<file path="src/rtl/pa_fpu_pkg.sv">
// rtl/pa_fpu_pkg.sv - shared FPU pipe-control defaults, EU tags and helpers
package pa_fpu_pkg;

    localparam int STAGES_DEF = 3;
    localparam int EU_W_DEF   = 3;

    localparam logic [2:0] EU_FALU = 3'b001;
    localparam logic [2:0] EU_FMAU = 3'b010;
    localparam logic [2:0] EU_FDSU = 3'b100;

    function automatic logic [3:0] popcount(input logic [7:0] v);
        logic [3:0] c;
        c = '0;
        for (int i = 0; i < 8; i++) begin
            c = c + {3'b000, v[i]};
        end
        return c;
    endfunction

endpackage

</file>
<file path="src/rtl/pa_fpu_pipe_stage.sv">
// rtl/pa_fpu_pipe_stage.sv - one valid+EU-tag pipeline stage with clear/load/hold
module pa_fpu_pipe_stage #(
    parameter int EU_W = 3
) (
    input  logic            ex2_ctrl_clk,
    input  logic            cpurst_b,
    input  logic            stage_clr,
    input  logic            stage_load,
    input  logic            load_vld,
    input  logic [EU_W-1:0] load_eu,
    output logic            vld,
    output logic [EU_W-1:0] eu,
    output logic            vld_nxt
);

    logic [EU_W-1:0] eu_nxt;

    // The tag is zeroed whenever the slot is empty so an idle stage never shows a stale EU.
    always_comb begin
        vld_nxt = vld;
        eu_nxt  = eu;
        if (stage_clr) begin
            vld_nxt = 1'b0;
            eu_nxt  = '0;
        end else if (stage_load) begin
            vld_nxt = load_vld;
            eu_nxt  = load_vld ? load_eu : '0;
        end
    end

    always_ff @(posedge ex2_ctrl_clk or negedge cpurst_b) begin
        if (!cpurst_b) begin
            vld <= 1'b0;
            eu  <= '0;
        end else begin
            vld <= vld_nxt;
            eu  <= eu_nxt;
        end
    end

endmodule

</file>
<file path="src/rtl/pa_fpu_pipe_ctrl.sv">
// rtl/pa_fpu_pipe_ctrl.sv - FPU back-end valid/stall controller for EX2..EX(1+STAGES)
module pa_fpu_pipe_ctrl
    import pa_fpu_pkg::*;
#(
    parameter int STAGES = STAGES_DEF,
    parameter int EU_W   = EU_W_DEF,
    parameter int CNT_W  = 4
) (
    input  logic                   ex2_ctrl_clk,
    input  logic                   cpurst_b,
    input  logic                   ex1_inst_vld,
    input  logic                   ex1_gateclk_vld,
    input  logic                   ex1_unit_stall,
    input  logic                   ex1_cancel,
    input  logic                   ex1_no_pipe,
    input  logic [EU_W-1:0]        ex1_eu_sel,
    input  logic                   rtu_ex2_cancel,
    input  logic                   rtu_ex2_stall,
    input  logic                   flush,
    input  logic [STAGES-1:0]      stage_wb,
    input  logic [STAGES-1:0]      stage_hold,
    input  logic [STAGES-1:0]      wb_grant,
    output logic                   ex1_stall,
    output logic [STAGES-1:0]      stage_vld,
    output logic [STAGES-1:0]      stage_stall,
    output logic [STAGES-1:0]      wb_req,
    output logic [STAGES*EU_W-1:0] stage_eu,
    output logic                   ex2_cancel,
    output logic                   ctrl_clk_en,
    output logic [CNT_W-1:0]       inflight_cnt,
    output logic                   pipe_empty
);

    logic [STAGES-1:0] stall;
    logic [STAGES-1:0] vld_nxt;
    logic              retire_wb;

    // A stage without a pending wb only stalls when the stage ahead of it does.
    always_comb begin
        stall = '0;
        stall[STAGES-1] = stage_vld[STAGES-1] && (!stage_wb[STAGES-1] || !wb_grant[STAGES-1])
                          || stage_hold[STAGES-1];
        for (int i = STAGES - 2; i >= 0; i--) begin
            stall[i] = stage_vld[i] && (stage_wb[i] && !wb_grant[i] || !stage_wb[i] && stall[i+1])
                       || stage_hold[i];
        end
    end

    assign stage_stall = stall;
    assign ex1_stall   = ex1_gateclk_vld &&
                         ((stall[0] && !ex1_no_pipe) || ex1_unit_stall || rtu_ex2_stall);
    assign ex2_cancel  = stage_vld[0] && rtu_ex2_cancel && retire_wb;
    assign ctrl_clk_en = ex1_gateclk_vld || (|stage_vld) || flush;
    assign pipe_empty  = !ex1_inst_vld && !(|stage_vld);

    for (genvar g = 0; g < STAGES; g++) begin : g_stage
        logic            clr;
        logic            ld_v;
        logic [EU_W-1:0] ld_e;

        if (g == 0) begin : g_head
            assign clr  = flush || ex2_cancel;
            assign ld_v = ex1_inst_vld && !ex1_cancel && !ex1_stall && !ex1_no_pipe;
            assign ld_e = ex1_eu_sel;
        end else begin : g_tail
            assign clr  = flush;
            assign ld_v = stage_vld[g-1] && !stage_wb[g-1] && !stall[g-1]
                          && !((g == 1) && ex2_cancel);
            assign ld_e = stage_eu[(g-1)*EU_W +: EU_W];
        end

        pa_fpu_pipe_stage #(.EU_W(EU_W)) u_stage (
            .ex2_ctrl_clk (ex2_ctrl_clk),
            .cpurst_b     (cpurst_b),
            .stage_clr    (clr),
            .stage_load   (!stall[g]),
            .load_vld     (ld_v),
            .load_eu      (ld_e),
            .vld          (stage_vld[g]),
            .eu           (stage_eu[g*EU_W +: EU_W]),
            .vld_nxt      (vld_nxt[g])
        );

        assign wb_req[g] = stage_vld[g] && stage_wb[g] && !flush && !((g == 0) && ex2_cancel);
    end

    always_ff @(posedge ex2_ctrl_clk or negedge cpurst_b) begin
        if (!cpurst_b) begin
            retire_wb <= 1'b0;
        end else if (flush) begin
            retire_wb <= 1'b0;
        end else if (!rtu_ex2_stall) begin
            retire_wb <= ex1_inst_vld && !stall[0];
        end
    end

    always_ff @(posedge ex2_ctrl_clk or negedge cpurst_b) begin
        if (!cpurst_b) begin
            inflight_cnt <= '0;
        end else begin
            inflight_cnt <= CNT_W'(popcount(8'(vld_nxt)));
        end
    end

endmodule

</file>
<file path="config.mk">
export PLATFORM = sky130hd
export DESIGN_NAME = pa_fpu_pipe_ctrl
export DESIGN_NICKNAME = d
export VERILOG_FILES = /design/src/rtl/pa_fpu_pkg.sv /design/src/rtl/pa_fpu_pipe_stage.sv /design/src/rtl/pa_fpu_pipe_ctrl.sv
export SDC_FILE = /design/constraint.sdc
export NUM_CORES = 1
export LEC_CHECK = 0
export CAP_MARGIN = 10
export CORE_UTILIZATION = 42
export DETAILED_ROUTE_END_ITERATION = 16
export GPL_TIMING_DRIVEN = 1
export PLACE_DENSITY = 0.84
export SLEW_MARGIN = 25
export SYNTH_ARGS = -nofsm -noshare
export SYNTH_HDL_FRONTEND = slang
export SYNTH_SLANG_ARGS = --single-unit
</file>
<file path="constraint.sdc">
create_clock -name ex2_ctrl_clk -period 3.44 [get_ports ex2_ctrl_clk]
set_input_delay 0.516 -clock ex2_ctrl_clk [delete_from_list [all_inputs] [get_ports ex2_ctrl_clk]]
set_output_delay 0.516 -clock ex2_ctrl_clk [all_outputs]
set_load 0.02 [all_outputs]
</file>
-- Word-level counts from Yosys, hierarchy flattened
Cells that the tools add are included.
Widths: inputs -> output; s select.
- add/sub/neg operators: 2
- equality and inequality tests: 4
- multiplexer cells: 17
- reductions and logical operators: 55
- operators by type and width (kind ; count):
    $logic_and 1x1->1 ; 28
    $mux 3 ; 9
    $logic_not 1->1 ; 15
    $logic_or 1x1->1 ; 11
    $mux 1 ; 8
    $ne 2x1->1 const B ; 2
    $ne 2x2->1 const B ; 2
    $add 2x1->3 ; 1
    $reduce_or 3->1 ; 1
    $add 1x1->2 ; 1
- register bits after elaboration: 17
- input bits: 22
- output and inout port bits: 26
- logic and storage cells: 86

-- Longest topological paths before layout
Gate-level depths: netlist (run 1).
- depth after elaboration: 23
- gate-level depth with buffers: 7
- mapped depth without buffers: 7

-- Cells and area by module
Synthesis (run 1) repeated with hierarchy kept, for this count alone.
- cell total of the unflattened synthesis: 90
- area total of the unflattened synthesis: 922.1 um2
- by module, submodules not included (module ; times used ; cells an instance ; area each (um2) ; seq. area each (um2)):
    pa_fpu_pipe_stage ; 3 ; 13 ; 162.7 ; 100.1
    pa_fpu_pipe_ctrl ; 1 ; 51 ; 434.2 ; 100.1

-- Worst setup path before layout (run 1)
Ideal clock, no wire load.
- kind: input to register
- start point: input port stage_wb[1]
- end point: register inflight_cnt[2]
- setup time: 0.122 ns
- data arrival time: 2.177 ns
- data required time: 3.318 ns
- setup slack: 1.142 ns
- stages on the path: 7
- path buffers: 0
- path through: and2b_1 nand3_1 a21oi_2 o221a_2 ha_1 ha_1 ha_1
- cells in the longest elaborated chain, start to end: 20
- elaborated cells on any way between the ends: 31
- classes of those cells: add/sub (2); mux (6); reduce/logical (23)
- ends and longest elaborated chain (element ; line ; source):
    start: declaration ; pa_fpu_pipe_ctrl.sv:20 ; input logic [STAGES-1:0] stage_wb,
    $logic_not 1->1 ; pa_fpu_pipe_ctrl.sv:44 ; stall[i] = stage_vld[i] && (stage_wb[i] && !wb_grant[i] || !stage_wb[i] && stall[i+1])
    $logic_and 1x1->1 ; pa_fpu_pipe_ctrl.sv:44 ;
    $logic_or 1x1->1 (*) ; pa_fpu_pipe_ctrl.sv:44 ;
    $logic_and 1x1->1 (*) ; pa_fpu_pipe_ctrl.sv:44 ;
    $logic_or 1x1->1 (*) ; pa_fpu_pipe_ctrl.sv:45 ; || stage_hold[i];
    $logic_and 1x1->1 (*) ; pa_fpu_pipe_ctrl.sv:44 ;
    $logic_or 1x1->1 (*) ; pa_fpu_pipe_ctrl.sv:44 ;
    $logic_and 1x1->1 (*) ; pa_fpu_pipe_ctrl.sv:44 ;
    (+1 left out) ; - ;
    via stage_stall[0] ; pa_fpu_pipe_ctrl.sv:25 ; output logic [STAGES-1:0] stage_stall,
    (+3 left out) ; - ;
    $logic_and 1x1->1 ; pa_fpu_pipe_ctrl.sv:50 ; assign ex1_stall = ex1_gateclk_vld &&
    $logic_not 1->1 ; pa_fpu_pipe_ctrl.sv:63 ; assign ld_v = ex1_inst_vld && !ex1_cancel && !ex1_stall && !ex1_no_pipe;
    $logic_and 1x1->1 (2 in a row) ; pa_fpu_pipe_ctrl.sv:63 ;
    $mux 1 (*) ; pa_fpu_pipe_stage.sv:25 ; end else if (stage_load) begin
    $mux 1 (*) ; pa_fpu_pipe_stage.sv:22 ; if (stage_clr) begin
    via g_stage[0].u_stage.vld_nxt ; pa_fpu_pipe_stage.sv:13 ; output logic vld_nxt
    $add 1x1->2 (*) ; pa_fpu_pkg.sv:15 ; c = c + {3'b000, v[i]};
    $add 2x1->3 (*) ; pa_fpu_pkg.sv:15 ;
    end signal: assignment ; pa_fpu_pipe_ctrl.sv:101 ; inflight_cnt <= CNT_W'(popcount(8'(vld_nxt)));
    end: declaration ; pa_fpu_pipe_ctrl.sv:30 ; output logic [CNT_W-1:0] inflight_cnt,
Mark *: on every way through the listed nets, which the timed path passes. The rest lies on a longest branch.
A chain may end at the register's enable or synchronous reset.

-- Final worst setup path (run 1)
- start point: input port stage_hold[2]
- end point: output port ex1_stall
- cells in the longest elaborated chain, start to end: 13
- ends and longest elaborated chain (element ; line ; source):
    start: declaration ; pa_fpu_pipe_ctrl.sv:21 ; input logic [STAGES-1:0] stage_hold,
    $logic_or 1x1->1 ; pa_fpu_pipe_ctrl.sv:42 ; || stage_hold[STAGES-1];
    $logic_and 1x1->1 ; pa_fpu_pipe_ctrl.sv:44 ;
    $logic_or 1x1->1 ; pa_fpu_pipe_ctrl.sv:44 ;
    $logic_and 1x1->1 ; pa_fpu_pipe_ctrl.sv:44 ;
    $logic_or 1x1->1 ; pa_fpu_pipe_ctrl.sv:45 ;
    $logic_and 1x1->1 ; pa_fpu_pipe_ctrl.sv:44 ;
    $logic_or 1x1->1 ; pa_fpu_pipe_ctrl.sv:44 ;
    $logic_and 1x1->1 ; pa_fpu_pipe_ctrl.sv:44 ;
    $logic_or 1x1->1 ; pa_fpu_pipe_ctrl.sv:45 ;
    $logic_and 1x1->1 ; pa_fpu_pipe_ctrl.sv:51 ; ((stall[0] && !ex1_no_pipe) || ex1_unit_stall || rtu_ex2_stall);
    $logic_or 1x1->1 (2 in a row) ; pa_fpu_pipe_ctrl.sv:51 ;
    $logic_and 1x1->1 ; pa_fpu_pipe_ctrl.sv:50 ;
    end: declaration ; pa_fpu_pipe_ctrl.sv:23 ; output logic ex1_stall,
No other way between the ends.

==> results of run 1 <==
-- layout make-up --
class	instances	share of cell area (%)
flip-flops and latches	16	28.2
repair buffers	47	33.0
clock buffers	3	1.59
inverters	5	1.32
multi-input cells	71	33.5
well taps	27	2.38
-- path summary, 6_finish.rpt --
path / to / slack [ns] / start
worst max-delay path: ex1_stall / 0.42 / stage_hold[2]
worst min-delay path: g_stage[2].u_stage.eu[2] / 0.53 / g_stage[2].u_stage.eu[2]
worst max register to register: inflight_cnt[2] / 1.18 / g_stage[2].u_stage.vld
worst min register to register: g_stage[2].u_stage.eu[2] / 0.53 / g_stage[2].u_stage.eu[2]
max in group asynchronous: g_stage[2].u_stage.eu[0] / 2.34 / cpurst_b
min in group asynchronous: inflight_cnt[2] / 0.65 / cpurst_b
-- kinds of logic after synthesis --
logic type               after synthesis
adder cells (fa/ha/maj)                4
AO/OA/AOI/OAI                         17
AND/OR/NAND/NOR                       46
other                                  1
buffers and inverters                 10
multiplexers                           3
flip-flops                            16
-- state kept, by name, summed over array words and instances, names as in the netlist --
name	cells
g_stage.u_stage.eu	9
retire_wb	1
inflight_cnt	3
g_stage.u_stage.vld	3
-- per-stage QoR --
step / hold WS, ns / cell area [sq um] / power, W / utilization (%) / setup WS (ns)
after floorplan: 0.220 / 928 / 0.000256 / - / 1.14
after detailed placement: 0.519 / 1400 / 0.000316 / 69.1 / 0.457
after global routing: 0.557 / 1420 / 0.000426 / 70.2 / 0.315
final: 0.527 / 1420 / 0.000408 / 70.2 / 0.417
after global placement: 0.506 / 1400 / 0.000314 / 69.1 / 0.462
after CTS: 0.531 / 1420 / 0.000410 / 70.2 / 0.432
-- worst min-delay path, delay by kind of cell (launching register included) --
family,cells,cell delay [ns]
flops,1,0.39
simple gates,1,0.06
compound gates,1,0.05
-- cells in the final DEF (no fill, tap or decap), drive strengths merged, types with 5 or more instances in the layout --
cell type	count
clkdlybuf4s50	46
inv	5
nor2	5
a21oi	10
nand3	7
nand2	14
dfrtp	16
-- cell usage after synthesis, drive strengths merged --
library cell,number
mux2i,3
and4,1
conb,1
a21bo,1
and2b,1
o41ai,1
o221a,1
a21oi,10
nand2,14
nor4b,1
nand2b,3
and3,3
nand3,7
or2,1
o21ai,1
nor3,3
nor2,5
inv,5
and3b,1
nor2b,2
a31oi,1
ha,3
nor4,2
a311oi,1
dfrtp,16
o21a,1
buf,4
nand3b,2
clkbuf,1
fa,1
-- per-layer routing --
| metal | vias up | GRT usage (%) | wire length (um) |
|---|---|---|---|
| li1 | 428 | - | - |
| met1 | 416 | 25.4 | 1000 |
| met2 | 37 | 37.5 | 1140 |
| met3 | 4 | 3.12 | 109 |
| met4 | 0 | 8.82 | 34 |
| met5 | - | 0 | 0 |
-- power groups by stage --
stage               sequential, W  combinational, W  clock [W]
CTS                      0.000200          0.000113  0.0000966
finish                   0.000200          0.000112  0.0000955
detailed placement       0.000204          0.000112          0
floorplan                0.000206         0.0000496          0
global placement         0.000203          0.000111          0
global route             0.000201          0.000121   0.000104
==> summary.txt, run 1 <==
Logic synthesis
  • Dominant cell type by area after synthesis: dfrtp_1
  • Area contributors post-synth: dfrtp_1 43%, nand2_1 5.7%, a21oi_1 4.9%
  • Post-synthesis compound-gate area fraction: 13.9%
  • Yosys top cell area share: 43.1%
  • Synthesized area: 928 sq um
  • Synth Register Bits: 16
  • Post-Synth XOR/XNOR Area: 0%
  • Post-synthesis mux area share: 3.23%
  • Adder and majority gate portion of the synthesized area: 6.20%
  • Post-Syn Nets: 123
  • Synthesized instance count: 97
  • Synth cell types: 33
  • Post-synthesis simple-gate area fraction: 27.5%
  • Largest family of logic cells by synthesized area: simple AND/OR/NAND/NOR gates
  • Total number of yosys warnings: 0
  • Sequential fraction of the synthesis area: 43.1%
  • Avg Cell Area, Syn: 9.57 sq um

Critical path
  • Worst Path Required: 2.92 ns
  • Most common cell type on the critical path: clkdlybuf4s50_1
  • CP delay by family, top: buffers and inverters
  • Crit path buf inv count: 2
  • CP Class: input port to output pin
  • Max FO, Critical Path: 7
  • Setup crit end kind: output pin
  • Critical path startpoint category: input port
  • Arrival @ worst endpoint: 2.51 ns
  • Worst-path cell chain: clkdlybuf4s50_1 > nand3b_1 > nand3_1 > a21oi_2 > a21bo_2 > clkdlybuf4s50_1
  • Levels on crit path: 6
  • Worst path max stage delay: 0.59 ns
  • Slowest stage cell, crit path: clkdlybuf4s50_1
  • Worst Reg-to-Reg Cells: 7

Clock tree
  • Post-CTS Resized: 0
  • Clk_lat worst skew: 0.28 ns
  • Clock slew at reported path FFs: 0.09 ns
  • CTS Hold Bufs: 0
  • Buffer depth of the longest clock path: 2
  • CTS sink count: 16
  • H-tree depth: 1
  • Post-CTS setup buffer count: 0
  • Num CTS Buffers: 3
  • Clock root buffer: clkbuf_4
  • CTS tree: yes

Job
  • Max_cap viols: 0

Drt
  • Final ANT Viol Nets: 0
  • Vias/cell: 5.24
  • DRC: 0
  • First-pass detailed-route iteration total: 4
  • DR WL/cell: 13.5 um
  • Total number of vias: 885
  • Wirelength, routed: 2.28 mm
  • Initial DRC Count: 8

STA
  • Final Hold Fails: 0
  • Relative slew slack: 52.8%
  • RSZ-0062 raised after global routing: no
  • Setup Viol. Count Final: 0
  • Pins over their slew limit: 0
  • Slew @ Worst Pin: 0.706 ns
  • Minimum clock period after layout: 3.02 ns
  • Highest clock rate: 331 MHz
  • Final cycle utilization of the critical path: 87.9%
  • Fin Setup TNS: 0 ns
  • Final Skew: 0.00122 ns

Outcome
  • Status: finished clean

Finish
  • Area grow syn2layout: 52.8%
  • Layout cells sized above 1: 9.15%
  • Register area: 400 sq um
  • Area occupied by multi-input gates: 475 sq um
  • # diodes: 0
  • Final Non-Filler Cells: 169
  • Fillers: 167
  • Nets: 170

Floorplan
  • Initial Utilization: 45.9%
  • IO Count: 48
  • Die height: 49.0 um
  • # rows: 16
  • Placeable Area: 0.00202 sq mm
  • Die area: 0.00240 sq mm
  • Die W: 49.0 um

GRT
  • First-pass GRT wire length: 3.85 mm
  • Largest net degree at the start of global routing: 17
  • Total gr overflow: 0
  • Initial antenna violation count: 0
  • All-layer global routing usage: 21.2%
  • Vias in the first global route: 875

Power and ir drop
  • Pleak: 0.606 nW
  • Sw Share: 28.4%
  • Power per Cell Area: 287 mW/mm^2
  • Int Power: 0.000292 W
  • Switching power: 0.000116 W
  • Comb pwr share: 27.6%
  • VDD IR-drop max: 0.170 mV
  • Clock share of power: 23.4%
  • Reg power frac: 49.0%

Placed design
  • GPL Wtd Cong: 0.784
  • Hpwl dp: 1.79 mm
  • IO Port Bufs: 46
  • Placed Instances: 166

Min path
  • Worst Hold Path Cells: 2
  • Hold Path Class: register to register
No activity file was read; power rests on OpenSTA's default activity.
==> run 2: changes to the inputs <==
--- a/config.mk
+++ b/config.mk
@@ -6,6 +6,7 @@
 export NUM_CORES = 1
 export LEC_CHECK = 0
 export CAP_MARGIN = 10
+export CORE_MARGIN = 2
 export CORE_UTILIZATION = 42
 export DETAILED_ROUTE_END_ITERATION = 16
 export GPL_TIMING_DRIVEN = 1
==> constraint.sdc (replaced) <==
create_clock -name ex2_ctrl_clk -period 3.7 [get_ports ex2_ctrl_clk]
set_input_delay 0.555 -clock ex2_ctrl_clk [delete_from_list [all_inputs] [get_ports ex2_ctrl_clk]]
set_output_delay 0.555 -clock ex2_ctrl_clk [all_outputs]
set_load 0.02 [all_outputs]
==> run 2 against run 1 <==
  * Final area grew 1.1%
  * Combinational power decreased by 7%
  * Clock-buffer cell count up 1
  * Non-clock buffer count unchanged
  * Via count shrank 1.2%
  * Critical path depth unchanged
  * Routed wire length grew 4.5%
  * Sequential power fell by 7%
  * Global-route usage down 0.71 points
  * Clock skew rose by 0.0050 ns
  * Highest routed layer unchanged
==> summary.txt, run 2 (synthesized netlist as in run 1, its figures left out) <==
Outcome
  • Status: finished clean (unchanged)

Floorplan
  • Placeable Area: 0.00215 sq mm (was 0.00202 sq mm)
  • # rows: 17 (was 16)
  • Initial Utilization: 43.2% (was 45.9%)
  • Die height: 51.0 um (was 49.0 um)
  • IO Count: 48 (unchanged)
  • Die W: 51.0 um (was 49.0 um)
  • Die area: 0.00260 sq mm (was 0.00240 sq mm)

Job
  • Max_cap viols: 0 (unchanged)

Finish
  • # diodes: 0 (unchanged)
  • Area grow syn2layout: 54.4% (was 52.8%)
  • Regs by FF count: g_stage.u_stage.eu (9), g_stage.u_stage.vld (3), inflight_cnt (3) (unchanged)
  • Layout cells sized above 1: 9.79% (was 9.15%)
  • Fillers: 167 (unchanged)
  • Largest register FFs: 9 (unchanged)
  • Most common cell after layout, fill and taps aside: clkdlybuf4s50_1 (unchanged)
  • Largest Register: g_stage.u_stage.eu (unchanged)
  • Commonest non-fill, non-tap cells in the layout: 46 x clkdlybuf4s50_1, 16 x dfrtp_1, 14 x nand2_1 (unchanged)
  • Nets: 170 (unchanged)

Clock tree
  • Post-CTS Resized: 0 (unchanged)
  • CTS tree: yes (unchanged)
  • Buffer depth of the longest clock path: 2 (unchanged)
  • Post-CTS setup buffer count: 0 (unchanged)
  • Num CTS Buffers: 3 (unchanged)
  • Clock slew at reported path FFs: 0.09 ns (about the same)
  • Clk_lat worst skew: 0.29 ns (was 0.28 ns)
  • H-tree depth: 1 (unchanged)
  • CTS Hold Bufs: 0 (unchanged)
  • CTS sink count: 16 (unchanged)
  • Clock root buffer: clkbuf_4 (unchanged)

Power and ir drop
  • Int Power: 0.000293 W (was 0.000292 W)
  • Comb pwr share: 25.7% (was 27.6%)
  • Clock share of power: 28.5% (was 23.4%)
  • Reg power frac: 45.8% (was 49.0%)
  • Switching power: 0.000112 W (was 0.000116 W)
  • VDD IR-drop max: 0.161 mV (was 0.170 mV)
  • Power per Cell Area: 283 mW/mm^2 (was 287 mW/mm^2)
  • Sw Share: 27.7% (was 28.4%)
  • Pleak: 0.613 nW (was 0.606 nW)

Critical path
  • Worst Path Required: 3.14 ns (was 2.92 ns)
  • Setup crit end kind: output pin (unchanged)
  • Max FO, Critical Path: 7 (unchanged)
  • Arrival @ worst endpoint: 2.56 ns (was 2.51 ns)
  • Critical path startpoint category: input port (unchanged)
  • CP Class: input port to output pin (unchanged)

STA
  • RSZ-0062 raised after global routing: no (unchanged)
  • Fin Setup TNS: 0 ns (unchanged)
  • Slew @ Worst Pin: 0.724 ns (was 0.706 ns)
  • Pins over their slew limit: 0 (unchanged)
  • Final Hold Fails: 0 (unchanged)
  • Final cycle utilization of the critical path: 84.2%
  • Final Skew: 0.00618 ns (was 0.00122 ns)
  • Highest clock rate: 321 MHz
  • Relative slew slack: 51.6% (was 52.8%)
  • Minimum clock period after layout: 3.11 ns
  • Setup Viol. Count Final: 0 (unchanged)
  • Hold Worst Slack: 0.528 ns (was 0.527 ns)

GRT
  • All-layer global routing usage: 20.4% (was 21.2%)
  • First-pass GRT wire length: 3.91 mm (was 3.85 mm)
  • Total gr overflow: 0 (unchanged)
  • Vias in the first global route: 856 (was 875)
  • Initial antenna violation count: 0 (unchanged)
  • Largest net degree at the start of global routing: 17 (unchanged)

Placed design
  • GPL Wtd Cong: 0.788 (was 0.784)
  • Hpwl dp: 1.91 mm (was 1.79 mm)
  • IO Port Bufs: 46 (unchanged)

Drt
  • Total number of vias: 874 (was 885)
  • Wirelength, routed: 2.39 mm (was 2.28 mm)
  • Final ANT Viol Nets: 0 (unchanged)
  • First-pass detailed-route iteration total: 4 (unchanged)
  • Vias/cell: 5.11 (was 5.24)
  • DRC: 0 (unchanged)
  • DR WL/cell: 14.0 um (was 13.5 um)
  • Initial DRC Count: 9 (was 8)

Min path
  • Hold Path Class: register to register (unchanged)
-- run 2: power by group through the flow --
stage | combinational [W] | sequential [W] | clock [W]
CTS | 0.000105 | 0.000186 | 0.000119
global route | 0.000112 | 0.000187 | 0.000129
detailed placement | 0.000105 | 0.000189 | 0
finish | 0.000104 | 0.000186 | 0.000116
global placement | 0.000103 | 0.000189 | 0
floorplan | 0.0000461 | 0.000192 | 0
-- run 2: path summary, 6_finish.rpt --
path                                          startpoint                  endpoint  slack (ns)  cells past startpoint
worst max register to register    g_stage[2].u_stage.vld           inflight_cnt[2]        1.47                      7
worst max-delay path                         stage_wb[1]                 ex1_stall        0.59                      6
worst min-delay path            g_stage[2].u_stage.eu[1]  g_stage[2].u_stage.eu[1]        0.53                      2
worst min register to register  g_stage[2].u_stage.eu[1]  g_stage[2].u_stage.eu[1]        0.53                      2
min in group asynchronous                       cpurst_b  g_stage[1].u_stage.eu[1]        0.69                      1
max in group asynchronous                       cpurst_b           inflight_cnt[0]        2.55                      1
-- run 2: stage by stage --
stage / util [%] / area, sq um / std cells / worst slack, ns / power [W]
floorplan: - / 928 / 97 / 1.36 / 0.000238
global placement: 65.1 / 1400 / 167 / 0.621 / 0.000292
detailed placement: 65.1 / 1400 / 167 / 0.604 / 0.000293
CTS: 66.7 / 1430 / 171 / 0.590 / 0.000409
global route: 66.7 / 1430 / 171 / 0.476 / 0.000428
finish: 66.7 / 1430 / 171 / 0.585 / 0.000406
-- run 2: routing by layer --
metal | part of all wire, % | global-route usage (%) | vias up
li1 | - | - | 428
met1 | 41 | 24.8 | 413
met2 | 54 | 34.6 | 27
met3 | 3.6 | 4.09 | 6
met4 | 1.7 | 9.46 | 0
met5 | 0 | 0 | -
-- run 2: cell type report --
cell class / instances / area, sq um / area share [%]
repair buffers: 47 / 468 / 32.6
inverters: 5 / 18.8 / 1.31
well taps: 28 / 35.0 / 2.44
clock buffers: 4 / 36.3 / 2.53
multi-input cells: 71 / 475 / 33.2
flip-flops and latches: 16 / 400 / 27.9
-- run 2: worst max-delay path, cell delays in order --
cell and delay, ns:
clkdlybuf4s50_1 0.46, and2b_1 0.27, nand3_1 0.10, a21oi_2 0.37
a21bo_2 0.20, clkdlybuf4s50_1 0.60
==> run 3: changes to the inputs <==
--- a/config.mk
+++ b/config.mk
@@ -7,10 +7,10 @@
 export LEC_CHECK = 0
 export CAP_MARGIN = 10
 export CORE_MARGIN = 2
-export CORE_UTILIZATION = 42
+export CORE_UTILIZATION = 39
 export DETAILED_ROUTE_END_ITERATION = 16
 export GPL_TIMING_DRIVEN = 1
-export PLACE_DENSITY = 0.84
+export PLACE_DENSITY = 0.79
 export SLEW_MARGIN = 25
 export SYNTH_ARGS = -nofsm -noshare
 export SYNTH_HDL_FRONTEND = slang
==> constraint.sdc (replaced) <==
create_clock -name ex2_ctrl_clk -period 3.1 [get_ports ex2_ctrl_clk]
set_input_delay 0.465 -clock ex2_ctrl_clk [delete_from_list [all_inputs] [get_ports ex2_ctrl_clk]]
set_output_delay 0.465 -clock ex2_ctrl_clk [all_outputs]
set_load 0.02 [all_outputs]
==> run 3 against run 2 <==
  * Non-clock buffer count grew 2
  * Sequential cell count is the same
  * Final cell count grew 1.2%
  * Final area is 1.0% higher
  * Clock power increased by 18%
  * Routed wire length up 1.5%
  * Via count grew 3.1%
  * Die area up 7.1%
  * Power increased by 20%
  * Core utilization decreased by 1.9 points
==> summary.txt, run 3 (synthesized netlist as in run 1, its figures left out) <==
Outcome
  • Status: finished clean (unchanged)

Min path
  • Hold Path Class: register to register (unchanged)
  • Hold Path Origin: g_stage[2].u_stage.eu[1] (unchanged)

Drt
  • First-pass detailed-route iteration total: 4 (unchanged)
  • DRC: 0 (unchanged)
  • Wirelength, routed: 2.42 mm (was 2.39 mm)
  • Initial DRC Count: 20 (was 9)
  • Final ANT Viol Nets: 0 (unchanged)
  • Total number of vias: 901 (was 874)
  • Vias/cell: 5.21 (was 5.11)
  • DR WL/cell: 14.0 um (about the same)

Critical path
  • Worst path max stage delay: 0.62 ns (was 0.60 ns)
  • Setup crit end kind: output pin (unchanged)
  • Slowest stage cell, crit path: clkdlybuf4s50_1 (unchanged)
  • Reg2reg start: g_stage[2].u_stage.vld (unchanged)
  • Most common cell type on the critical path: clkdlybuf4s50_1 (unchanged)
  • Worst Path Required: 2.63 ns (was 3.14 ns)
  • Critical path startpoint category: input port (unchanged)
  • Max FO, Critical Path: 4 (was 7)
  • CP Class: input port to output pin (unchanged)
  • Worst-path cell chain: clkdlybuf4s50_1 > nand3b_1 > nand3_1 > a21oi_2 > buf_4 > clkdlybuf4s50_1 (was clkdlybuf4s50_1 > and2b_1 > nand3_1 > a21oi_2 > a21bo_2 > clkdlybuf4s50_1)
  • Critical path startpoint: stage_hold[2] (was stage_wb[1])
  • Arrival @ worst endpoint: 2.32 ns (was 2.56 ns)

STA
  • Setup Viol. Count Final: 0 (unchanged)
  • Minimum clock period after layout: 2.79 ns
  • Final Hold Fails: 0 (unchanged)
  • Highest clock rate: 359 MHz
  • Final Skew: 0.00145 ns (was 0.00618 ns)
  • Pins over their slew limit: 0 (unchanged)
  • RSZ-0062 raised after global routing: no (unchanged)
  • Final cycle utilization of the critical path: 90.0%
  • Slew @ Worst Pin: 0.694 ns (was 0.724 ns)
  • Relative slew slack: 53.6% (was 51.6%)
  • Fin Setup TNS: 0 ns (unchanged)

Finish
  • Area grow syn2layout: 56.1% (was 54.4%)
  • Largest register FFs: 9 (unchanged)
  • Layout cells sized above 1: 11.0% (was 9.79%)
  • # diodes: 0 (unchanged)
  • Design area: 0.00145 sq mm (was 0.00143 sq mm)
  • Regs by FF count: g_stage.u_stage.eu (9), g_stage.u_stage.vld (3), inflight_cnt (3) (unchanged)
  • Commonest non-fill, non-tap cells in the layout: 46 x clkdlybuf4s50_1, 16 x dfrtp_1, 14 x nand2_1 (unchanged)
  • Most common cell after layout, fill and taps aside: clkdlybuf4s50_1 (unchanged)
  • Nets: 172 (was 170)
  • Largest Register: g_stage.u_stage.eu (unchanged)

Power and ir drop
  • Power per Cell Area: 336 mW/mm^2 (was 283 mW/mm^2)
  • Pleak: 0.622 nW (was 0.613 nW)
  • VDD IR-drop max: 0.162 mV (was 0.161 mV)
  • Clock share of power: 28.0% (was 28.5%)
  • Comb pwr share: 26.4% (was 25.7%)
  • Reg power frac: 45.5% (was 45.8%)
  • Switching power: 0.000135 W (was 0.000112 W)
  • Int Power: 0.000353 W (was 0.000293 W)
  • Sw Share: 27.6% (was 27.7%)

Placed design
  • Area after DPL: 0.00141 sq mm (was 0.00140 sq mm)
  • IO Port Bufs: 46 (unchanged)
  • Hpwl dp: 1.94 mm (was 1.91 mm)
  • GPL Wtd Cong: 0.815 (was 0.788)

GRT
  • Initial antenna violation count: 0 (unchanged)
  • Largest net degree at the start of global routing: 17 (unchanged)
  • Vias in the first global route: 875 (was 856)
  • Total gr overflow: 0 (unchanged)
  • First-pass GRT wire length: 3.90 mm (was 3.91 mm)
  • All-layer global routing usage: 20.0% (was 20.4%)

Floorplan
  • Initial Utilization: 41.6% (was 43.2%)
  • IO Count: 48 (unchanged)
  • Die area: 0.00279 sq mm (was 0.00260 sq mm)
  • # rows: 17 (unchanged)
  • Placeable Area: 0.00223 sq mm (was 0.00215 sq mm)
  • Die height: 52.8 um (was 51.0 um)
  • Die W: 52.8 um (was 51.0 um)

Clock tree
  • Clock slew at reported path FFs: 0.09 ns (about the same)
  • CTS tree: yes (unchanged)
  • CTS Hold Bufs: 0 (unchanged)
  • Clk_lat worst skew: 0.28 ns (was 0.29 ns)
  • H-tree depth: 1 (unchanged)
  • Num CTS Buffers: 3 (unchanged)
  • Post-CTS Resized: 0 (unchanged)
  • CTS sink count: 16 (unchanged)
  • Post-CTS setup buffer count: 0 (unchanged)
  • Buffer depth of the longest clock path: 2 (unchanged)
  • Clock root buffer: clkbuf_4 (unchanged)

Job
  • Max_cap viols: 0 (unchanged)
run 3: area by class of cell:
cell class | instances | area, sq um
well taps | 28 | 35.0
clock buffers | 4 | 36.3
fillers | 193 | 785
flip-flops and latches | 16 | 400
repair buffers | 49 | 483
inverters | 5 | 18.8
multi-input cells | 71 | 475
run 3: critical path, delay by kind of cell:
family                 cells  cell delay, ns
buffers and inverters      3            1.32
and+or+nand+nor            2            0.31
AOI/OAI and AO/OA          1            0.22
run 3: stage by stage:
stage               hold WS, ns  power [W]  instances  util [%]  setup slack, ns
global placement          0.505   0.000352        169      63.2            0.368
floorplan                 0.169   0.000284         97         -            0.853
finish                    0.525   0.000488        173      64.9            0.311
detailed placement        0.514   0.000355        169      63.2            0.319
CTS                       0.527   0.000492        173      64.9            0.320
global route              0.565   0.000515        173      64.9            0.201
run 3: per-layer routing:
| metal | wire length [um] | GRT usage [%] | vias to the layer above |
|---|---|---|---|
| met3 | 194 | 6.29 | 6 |
| li1 | - | - | 432 |
| met2 | 1150 | 33.3 | 47 |
| met1 | 1020 | 22.4 | 416 |
| met4 | 61 | 10.7 | 0 |
| met5 | 0 | 0 | - |
run 3: power groups by stage:
stage	sequential (W)	clock, W	combinational [W]
2_1_floorplan	0.000229	0	0.0000550
3_3_place_gp	0.000226	0	0.000126
5_1_grt	0.000223	0.000152	0.000139
4_1_cts	0.000222	0.000140	0.000130
3_5_place_dp	0.000226	0	0.000129
6_report	0.000222	0.000137	0.000129
run 3: path summary, 6_finish.rpt:
| check | slack, ns | cells past startpoint | to |
|---|---|---|---|
| min in group asynchronous | 0.59 | 1 | inflight_cnt[1] |
| hold / removal | 0.53 | 2 | g_stage[2].u_stage.eu[1] |
| setup / recovery | 0.31 | 6 | stage_stall[0] |
| hold reg to reg | 0.53 | 2 | g_stage[2].u_stage.eu[1] |
| max in group asynchronous | 2.07 | 1 | inflight_cnt[2] |
| setup reg to reg | 0.75 | 7 | inflight_cnt[2] |
